### src/rtl/gpio_input_debouncer.sv
// gpio_input_debouncer
// Conditions raw board pins before they reach the rvx gpio_input bus.
// Each bit passes through a 2-flop synchronizer and then a stability
// counter; the debounced output only follows the pin once the pin has held
// a new level for D consecutive synchronized samples, where
// D = (CLOCK_FREQUENCY/1000000)*DEBOUNCE_TIME_US (minimum 1).
//
// Optional feature macro: GPIO_DEBOUNCE_EDGE_EN
//   defined   -> registered one-cycle rise/fall pulses per bit
//   undefined -> rise_pulse/fall_pulse tied to 0, no pulse registers
// The port list and gpio_debounced behaviour are identical in both builds.
module gpio_input_debouncer #(
  parameter int                    GPIO_WIDTH       = 3,
  parameter int                    CLOCK_FREQUENCY  = 12000000,
  parameter int                    DEBOUNCE_TIME_US = 10000,
  parameter logic [GPIO_WIDTH-1:0] RESET_VALUE      = '0
) (
  input  logic                  clock,
  input  logic                  reset_n,
  input  logic [GPIO_WIDTH-1:0] gpio_raw,
  output logic [GPIO_WIDTH-1:0] gpio_debounced,
  output logic [GPIO_WIDTH-1:0] rise_pulse,
  output logic [GPIO_WIDTH-1:0] fall_pulse
);

  // Debounce length in clock cycles; a zero product still needs one sample.
  localparam int D_RAW = (CLOCK_FREQUENCY / 1000000) * DEBOUNCE_TIME_US;
  localparam int D     = (D_RAW < 1) ? 1 : D_RAW;
  localparam int CNT_W = (D < 1) ? 1 : $clog2(D + 1);
  localparam logic [CNT_W-1:0] CNT_LAST = CNT_W'(D - 1);

  logic [GPIO_WIDTH-1:0] sync1_reg;
  logic [GPIO_WIDTH-1:0] sync2_reg;
  logic [GPIO_WIDTH-1:0] deb_reg;
  logic [GPIO_WIDTH-1:0] deb_next;

  // Two-flop synchronizer; only sync2 is allowed to feed the debounce logic.
  always_ff @(posedge clock or negedge reset_n) begin
    if (!reset_n) begin
      sync1_reg <= RESET_VALUE;
      sync2_reg <= RESET_VALUE;
    end else begin
      sync1_reg <= gpio_raw;
      sync2_reg <= sync1_reg;
    end
  end

  // One fully independent stability counter per bit.
  generate
    for (genvar gi = 0; gi < GPIO_WIDTH; gi++) begin : g_bit
      logic [CNT_W-1:0] cnt_reg;
      logic [CNT_W-1:0] cnt_next;
      logic             bit_next;

      // Any sample agreeing with the output restarts the count; the D-th
      // consecutive disagreeing sample commits the new level.
      always_comb begin
        cnt_next = cnt_reg;
        bit_next = deb_reg[gi];
        if (sync2_reg[gi] == deb_reg[gi]) begin
          cnt_next = '0;
        end else if (cnt_reg == CNT_LAST) begin
          bit_next = sync2_reg[gi];
          cnt_next = '0;
        end else begin
          cnt_next = cnt_reg + CNT_W'(1);
        end
      end

      // Counter state; reset discards any partial progress.
      always_ff @(posedge clock or negedge reset_n) begin
        if (!reset_n) begin
          cnt_reg <= '0;
        end else begin
          cnt_reg <= cnt_next;
        end
      end

      assign deb_next[gi] = bit_next;
    end
  endgenerate

  // Debounced output register.
  always_ff @(posedge clock or negedge reset_n) begin
    if (!reset_n) begin
      deb_reg <= RESET_VALUE;
    end else begin
      deb_reg <= deb_next;
    end
  end

  assign gpio_debounced = deb_reg;

`ifdef GPIO_DEBOUNCE_EDGE_EN
  logic [GPIO_WIDTH-1:0] rise_reg;
  logic [GPIO_WIDTH-1:0] fall_reg;

  // Pulses are registered alongside the output so they are high for exactly
  // the cycle in which the new debounced level first appears.
  always_ff @(posedge clock or negedge reset_n) begin
    if (!reset_n) begin
      rise_reg <= '0;
      fall_reg <= '0;
    end else begin
      rise_reg <= deb_next & ~deb_reg;
      fall_reg <= ~deb_next & deb_reg;
    end
  end

  assign rise_pulse = rise_reg;
  assign fall_pulse = fall_reg;
`else
  assign rise_pulse = '0;
  assign fall_pulse = '0;
`endif

endmodule

### config.mk
export PLATFORM = sky130hd
export DESIGN_NAME = gpio_input_debouncer
export DESIGN_NICKNAME = d
export VERILOG_FILES = /design/src/rtl/gpio_input_debouncer.sv
export SDC_FILE = /design/constraint.sdc
export NUM_CORES = 1
export LEC_CHECK = 0
export BUFFER_PORTS_ARGS = -buffer_cell sky130_fd_sc_hd__buf_2
export CAP_MARGIN = 20
export CORE_ASPECT_RATIO = 0.8
export CORE_MARGIN = 3
export CORE_UTILIZATION = 60
export DETAILED_ROUTE_END_ITERATION = 10
export GPL_ROUTABILITY_DRIVEN = 0
export PLACE_DENSITY = 0.81
export SYNTH_ARGS = -nofsm -noshare
export SYNTH_HDL_FRONTEND = slang
export SYNTH_SLANG_ARGS = --single-unit
### constraint.sdc
create_clock -name clock -period 2.51 [get_ports clock]
set_input_delay 0.251 -clock clock [delete_from_list [all_inputs] [get_ports clock]]
set_output_delay 0.251 -clock clock [all_outputs]
set_load 0.02 [all_outputs]
==> reports/results.txt, run 1 <==
Result of the run - complete, no violations
Hold Buf Count CTS - 1
Vias/cell - 5.40
Number of buffers added for setup after CTS - 0
Largest register FFs - 51
Count of non-filler cells in the finished layout - 359
Number of cells on the worst reg-to-reg path - 4
Via count of the first global-routing pass - 1953
Final-stage net count - 305
Total wirelength of the detailed-routed design - 4950 µm
Required time of the critical path - 2.71 ns
Flop and latch count out of synthesis - 60
WL/cell - 13.8 µm
Width of the chip - 83.4 µm
Hold Vio Cnt, Final - 0
Die outline height - 67.9 µm
Post-synth cell types - 36
Final critical delay including setup and external delays - 2.11 ns
Minimum setup slack in the final design - 0.402 ns
Synthesized instance count - 284
Worst hold path class - input pin to register
Max frequency - 474 MHz
Minimum setup slack after placement - 0.388 ns
Worst-Skew Late Latency - 0.34 ns
Power density of the placed cells - 594 mW/mm²
Number of remaining DRC errors - 0
Synth-to-Final Area Change - 8.97%
Core region area - 0.00439 mm²
Number of buffers added by the clock tree synthesis step - 9
Leakage Power - 1.31 nW
Sequential share of the synthesized area - 0.523
Syn_area_per_cell - 10.1 µm²
Worst hold start - gpio_raw[0]
Wire length of the first global-routing pass - 9070 µm
Count of boundary I/O pins - 14
Violation count after the first detailed-route iteration - 100
Startpoint of the worst register-to-register path - g_bit[2].cnt_reg[11]
Setup clock skew after layout - 0.0104 ns
Total routing usage reported by global routing - 0.208
CTS max path bufs - 2
Post-route total power - 1.86 mW
Final antenna diode count - 0
CP Launch Type - register
Worst hold path stage count - 1
Number of gates given a new drive strength after cts - 0
Setup Viol. Count Final - 0
Half-perimeter wire length after placement - 3430 µm
Via count - 1940
Full die area - 0.00566 mm²
Number of optimization iterations in the first detailed-route pass - 4
Final core utilization - 0.713
Endpoint kind of the worst setup timing path - register
Post-synthesis instance area - 0.00287 mm²
Layout cells sized above 1 - 0.116
Flop2flop setup slack - 0.40 ns
Root cell of the clock tree - sky130_fd_sc_hd__clkbuf_8
RSZ-0062 raised after global routing - no
Initial core utilization - 0.655
CP Max Fanout - 17
Arrival @ worst endpoint - 2.31 ns
Count of port buffers added during placement - 7
Residual antenna-violating net count after detailed routing - 0
Number of antenna violations at the first check in global routing - 0
Number of maximum-capacitance constraint violations - 0
Total placed cells including tap cells - 341
Final max-slew violation count - 0
Slew @ Worst Pin - 0.627 ns
Peak supply drop - 0.545 mV
Final global-route overflow total - 0
CTS tree - built
Reg-to-reg critical path endpoint - g_bit[2].cnt_reg[2]
Period utilisation layout - 0.840
Synth warn - 0
Clk sink count - 60
Total Neg Setup Slack - 0 ns
Hold EP - sync1_reg[0]
Relative max-transition margin - 0.582
Clock Pin Slew Worst Setup and Hold Paths - 0.07 ns
FP Rows - 21
Number of levels the H-tree was split into - 3
Pin count of the biggest net entering global routing - 28
Setup CP Type - register to register
[report_power, final]
| part | leakage (nW) | internal (mW) | switching, mW |
|---|---|---|---|
| sequential | 0.817 | 0.984 | 0.0143 |
| combinational | 0.404 | 0.0230 | 0.0549 |
| clock | 0.0896 | 0.413 | 0.373 |
[cell usage in the layout (no fill, tap or decap), drive strengths merged, types with 3 or more instances in the layout]
| cell type | count |
|---|---|
| xor2 | 19 |
| conb | 6 |
| nand3 | 15 |
| a21oi | 4 |
| or3 | 4 |
| nor3 | 7 |
| nor2 | 55 |
| nand4 | 18 |
| and4 | 3 |
| clkbuf | 13 |
| buf | 11 |
| inv | 5 |
| xnor2 | 25 |
| dfrtp | 60 |
| nor4 | 11 |
| ha | 3 |
| mux2 | 3 |
| nand2 | 17 |
| o21ai | 4 |
[synth_stat cells]
master	n	area, µm²
sky130_fd_sc_hd__nor4_2	1	12.5
sky130_fd_sc_hd__nand3_2	1	10.0
sky130_fd_sc_hd__buf_4	7	52.6
sky130_fd_sc_hd__conb_1	1	3.75
sky130_fd_sc_hd__nand3_1	14	70.1
sky130_fd_sc_hd__or4_4	1	11.3
sky130_fd_sc_hd__or2_1	1	6.26
sky130_fd_sc_hd__nor3_1	7	35.0
sky130_fd_sc_hd__nand2b_1	1	6.26
sky130_fd_sc_hd__and4_1	3	26.3
sky130_fd_sc_hd__inv_1	5	18.8
sky130_fd_sc_hd__o21ai_0	4	20.0
sky130_fd_sc_hd__ha_1	3	37.5
sky130_fd_sc_hd__a21oi_2	1	8.76
sky130_fd_sc_hd__buf_2	3	15.0
sky130_fd_sc_hd__nand4bb_1	1	11.3
sky130_fd_sc_hd__xnor2_1	25	219
sky130_fd_sc_hd__nor4_1	10	62.6
sky130_fd_sc_hd__o41ai_4	1	27.5
sky130_fd_sc_hd__buf_6	1	11.3
sky130_fd_sc_hd__or4b_1	1	10.0
sky130_fd_sc_hd__nand4_1	18	113
sky130_fd_sc_hd__dfrtp_1	60	1500
sky130_fd_sc_hd__nor2b_1	1	6.26
sky130_fd_sc_hd__nand2_1	17	63.8
sky130_fd_sc_hd__and2_1	2	12.5
sky130_fd_sc_hd__or4_1	1	7.51
sky130_fd_sc_hd__a21oi_1	3	15.0
sky130_fd_sc_hd__or3_1	4	25.0
sky130_fd_sc_hd__or2_2	1	6.26
sky130_fd_sc_hd__and3_1	2	12.5
sky130_fd_sc_hd__nor2_1	55	206
sky130_fd_sc_hd__a31o_2	1	8.76
sky130_fd_sc_hd__xor2_1	19	166
sky130_fd_sc_hd__mux2_2	3	33.8
sky130_fd_sc_hd__clkbuf_1	5	18.8
[through the flow]
stage               hold WS, ns  instance area (µm²)
detailed placement        0.279                 2930
global route           0.000747                 3130
finish                   0.0221                 3130
global placement          0.271                 2930
CTS                     0.00409                 3120
floorplan               -0.0446                 2890
[layout make-up]
type / instances / area (µm²)
multi-input combinational: 208 / 1270
sequential: 60 / 1500
timing repair buffer: 13 / 85.1
tap: 57 / 71.3
fill: 332 / 1260
clock inverter: 3 / 21.3
inverter: 5 / 18.8
clock buffer: 13 / 159
[cell families after synthesis]
logic type / after synthesis / share of synthesized area
AOI/OAI and AO/OA: 10 / 0.0279
xor gates and xnor gates: 44 / 0.134
adders and majority gates: 3 / 0.0131
buffers and inverters: 21 / 0.0405
DFF: 60 / 0.523
muxes: 3 / 0.0118
other: 1 / 0.00131
and+or+nand+nor: 142 / 0.249
[worst max path at each step]
stage | from | end | slack, ns | depth (start not counted)
2_1_floorplan | g_bit[0].cnt_reg[0] | g_bit[0].cnt_reg[10] | 0.69 | 6
3_3_place_gp | g_bit[2].cnt_reg[9] | g_bit[2].cnt_reg[4] | 0.49 | 4
3_5_place_dp | g_bit[2].cnt_reg[9] | g_bit[2].cnt_reg[2] | 0.39 | 4
4_1_cts | g_bit[2].cnt_reg[9] | g_bit[2].cnt_reg[2] | 0.41 | 4
5_1_grt | g_bit[2].cnt_reg[11] | g_bit[2].cnt_reg[2] | 0.27 | 4
6_report | g_bit[2].cnt_reg[11] | g_bit[2].cnt_reg[2] | 0.40 | 4
[per-layer routing]
| layer | up-vias | wire [µm] | global-route usage |
|---|---|---|---|
| li1 | 986 | - | - |
| met5 | - | 0 | 0 |
| met2 | 40 | 2150 | 0.322 |
| met4 | 0 | 69 | 0.0714 |
| met3 | 8 | 272 | 0.0830 |
| met1 | 906 | 2460 | 0.270 |
[worst max-delay path, stage by stage (launching register included)]
cell and delay, ns:
sky130_fd_sc_hd__dfrtp_1 0.42, sky130_fd_sc_hd__or4b_1 0.53, sky130_fd_sc_hd__nor4_2 0.34, sky130_fd_sc_hd__or2_1 0.56
sky130_fd_sc_hd__nor2_1 0.12
(Power assumes the default switching activity.)
==> run 2: changes to the inputs <==
==> constraint.sdc (replaced) <==
create_clock -name clock -period 2 [get_ports clock]
set_input_delay 0.2 -clock clock [delete_from_list [all_inputs] [get_ports clock]]
set_output_delay 0.2 -clock clock [all_outputs]
set_load 0.02 [all_outputs]
==> reports/results.txt, run 2 (synthesis results as in run 1) <==
Layout cells sized above 1 - 0.127 (+0.0107)
Setup clock skew after layout - 0.00777 ns (-0.00263 ns)
Full die area - 0.00566 mm² (unchanged)
Arrival @ worst endpoint - 2.10 ns (-0.21 ns)
CP Max Fanout - 4 (-13)
Half-perimeter wire length after placement - 3410 µm (-0.57%)
Worst hold slack after final layout - 0.274 ns (+0.251 ns)
CTS max path bufs - 2 (unchanged)
Final critical delay including setup and external delays - 1.85 ns (-0.254 ns)
Root cell of the clock tree - sky130_fd_sc_hd__clkbuf_8
Via count of the first global-routing pass - 2072 (+6.1%)
WL/cell - 14.4 µm (+4.4%)
Commonest non-fill, non-tap cells in the layout - sky130_fd_sc_hd__dfrtp_1 (60), sky130_fd_sc_hd__nor2_1 (55), sky130_fd_sc_hd__xnor2_1 (25), sky130_fd_sc_hd__xor2_1 (19), sky130_fd_sc_hd__nand4_1 (18)
Final antenna diode count - 0 (unchanged)
Delay of the slowest critical-path stage - 0.57 ns (about the same)
Violation count after the first detailed-route iteration - 63 (-37%)
Total Neg Setup Slack - 0 ns (unchanged)
Leakage Power - 1.36 nW (+3.5%)
CP Launch Type - register
Count of port buffers added during placement - 7 (unchanged)
Power density of the placed cells - 720 mW/mm² (+21%)
Clk sink count - 60 (unchanged)
Width of the chip - 83.4 µm (unchanged)
Number of maximum-capacitance constraint violations - 0 (unchanged)
Final max-slew violation count - 0 (unchanged)
Period utilisation layout - 0.927 (+0.0873)
Largest register FFs - 51 (unchanged)
Vias/cell - 5.65 (+4.6%)
Count of boundary I/O pins - 14 (unchanged)
Number of antenna violations at the first check in global routing - 0 (unchanged)
Number of optimization iterations in the first detailed-route pass - 4 (unchanged)
Number of levels the H-tree was split into - 3 (unchanged)
Post-layout instance area - 0.00321 mm² (+2.7%)
Cell at the slowest stage of the critical path - sky130_fd_sc_hd__or4_4
Minimum setup slack after placement - 0.147 ns (-0.241 ns)
FP Rows - 21 (unchanged)
Endpoint kind of the worst setup timing path - register
Result of the run - complete, no violations
Initial core utilization - 0.655 (unchanged)
Worst-Skew Late Latency - 0.33 ns (about the same)
RSZ-0062 raised after global routing - no
Pin count of the biggest net entering global routing - 51 (+82%)
Max frequency - 539 MHz (+14%)
Setup Viol. Count Final - 0 (unchanged)
Minimum setup slack in the final design - 0.146 ns (-0.256 ns)
Peak supply drop - 0.565 mV (+3.5%)
Worst hold path class - input pin to asynchronous set/reset pin
Final global-route overflow total - 0 (unchanged)
Number of buffers added by the clock tree synthesis step - 9 (unchanged)
Residual antenna-violating net count after detailed routing - 0 (unchanged)
Core region area - 0.00439 mm² (unchanged)
Total wirelength of the detailed-routed design - 5250 µm (+6.2%)
Placed instance area - 0.00299 mm² (+1.9%)
Number of remaining DRC errors - 0 (unchanged)
Setup CP Type - register to register
Fill cells - 319 (-3.9%)
Die outline height - 67.9 µm (unchanged)
Final-stage net count - 312 (+2.3%)
Post-route total power - 2.31 mW (+24%)
Synth-to-Final Area Change - 11.9%
Hold Vio Cnt, Final - 0 (unchanged)
Most common cell after layout, fill and taps aside - sky130_fd_sc_hd__dfrtp_1
CTS tree - built
Required time of the critical path - 2.25 ns (-0.46 ns)
Chain of cells forming the critical path - ha_1 -> nand2_1 -> or4_4 -> or3_1 -> a21oi_1
Via count - 2063 (+6.3%)
Flop2flop setup slack - 0.15 ns (-0.26 ns)
Total routing usage reported by global routing - 0.216 (+0.00801)
Clock Pin Slew Worst Setup and Hold Paths - 0.07 ns (about the same)
Wire length of the first global-routing pass - 9520 µm (+5.0%)
-- run 2: cell types whose count changed in the layout (fill, tap and decap cells not counted) --
| cell | delta |
|---|---|
| sky130_fd_sc_hd__buf_12 | +3 |
| sky130_fd_sc_hd__buf_4 | +2 |
| sky130_fd_sc_hd__dlygate4sd3_1 | +2 |
| sky130_fd_sc_hd__clkinv_2 | +1 |
| sky130_fd_sc_hd__clkinv_4 | -1 |
| sky130_fd_sc_hd__clkinvlp_4 | -1 |
-- run 2: final cells by class --
class	count	area, µm²	share of cell area
inverters	5	18.8	0.00584
clock buffers	13	159	0.0494
well taps	57	71.3	0.0222
repair buffers	20	180	0.0561
multi-input cells	208	1270	0.396
flip-flops and latches	60	1500	0.467
clock inverters	2	10.0	0.00311
-- run 2: final timing paths --
kind	start	end	cells past startpoint
worst max-delay path	g_bit[2].cnt_reg[0]	g_bit[2].cnt_reg[16]	5
worst min-delay path	reset_n	g_bit[0].cnt_reg[12]	2
worst max register to register	g_bit[2].cnt_reg[0]	g_bit[2].cnt_reg[16]	5
worst min register to register	sync1_reg[0]	sync2_reg[0]	0
max in group asynchronous	reset_n	g_bit[2].cnt_reg[10]	3
min in group clock	sync1_reg[0]	sync2_reg[0]	0
-- run 2: routing by layer --
metal	global-route usage	part of all wire	vias up
met5	0	0	-
met4	0.0898	0.014	0
met3	0.0698	0.046	10
met2	0.356	0.47	43
met1	0.268	0.47	1016
li1	-	-	994
-- run 2: repair_timing --
item / in CTS / in global routing
hold endpoints to repair: 13 / 0
setup endpoints to repair: 0 / 1
hold buffers: 4 / 0
setup buffers: 0 / 1
gates resized for setup: 0 / 0
-- run 2: through the flow --
step,instances,utilization
6_report,365,0.733
2_1_floorplan,289,-
4_1_cts,364,0.728
3_3_place_gp,345,0.680
5_1_grt,365,0.733
3_5_place_dp,345,0.680
-- run 2: critical path, delay by kind of cell, from the launching register on --
family,cells,cell delay [ns]
simple gates,3,1.03
flops,1,0.38
fa+ha+maj,1,0.20
compound gates,1,0.16
-- run 2: power breakdown --
group          internal [mW]  total [mW]  switching, mW
registers               1.23        1.25         0.0186
clock network          0.507       0.946          0.439
logic                 0.0429       0.115         0.0719
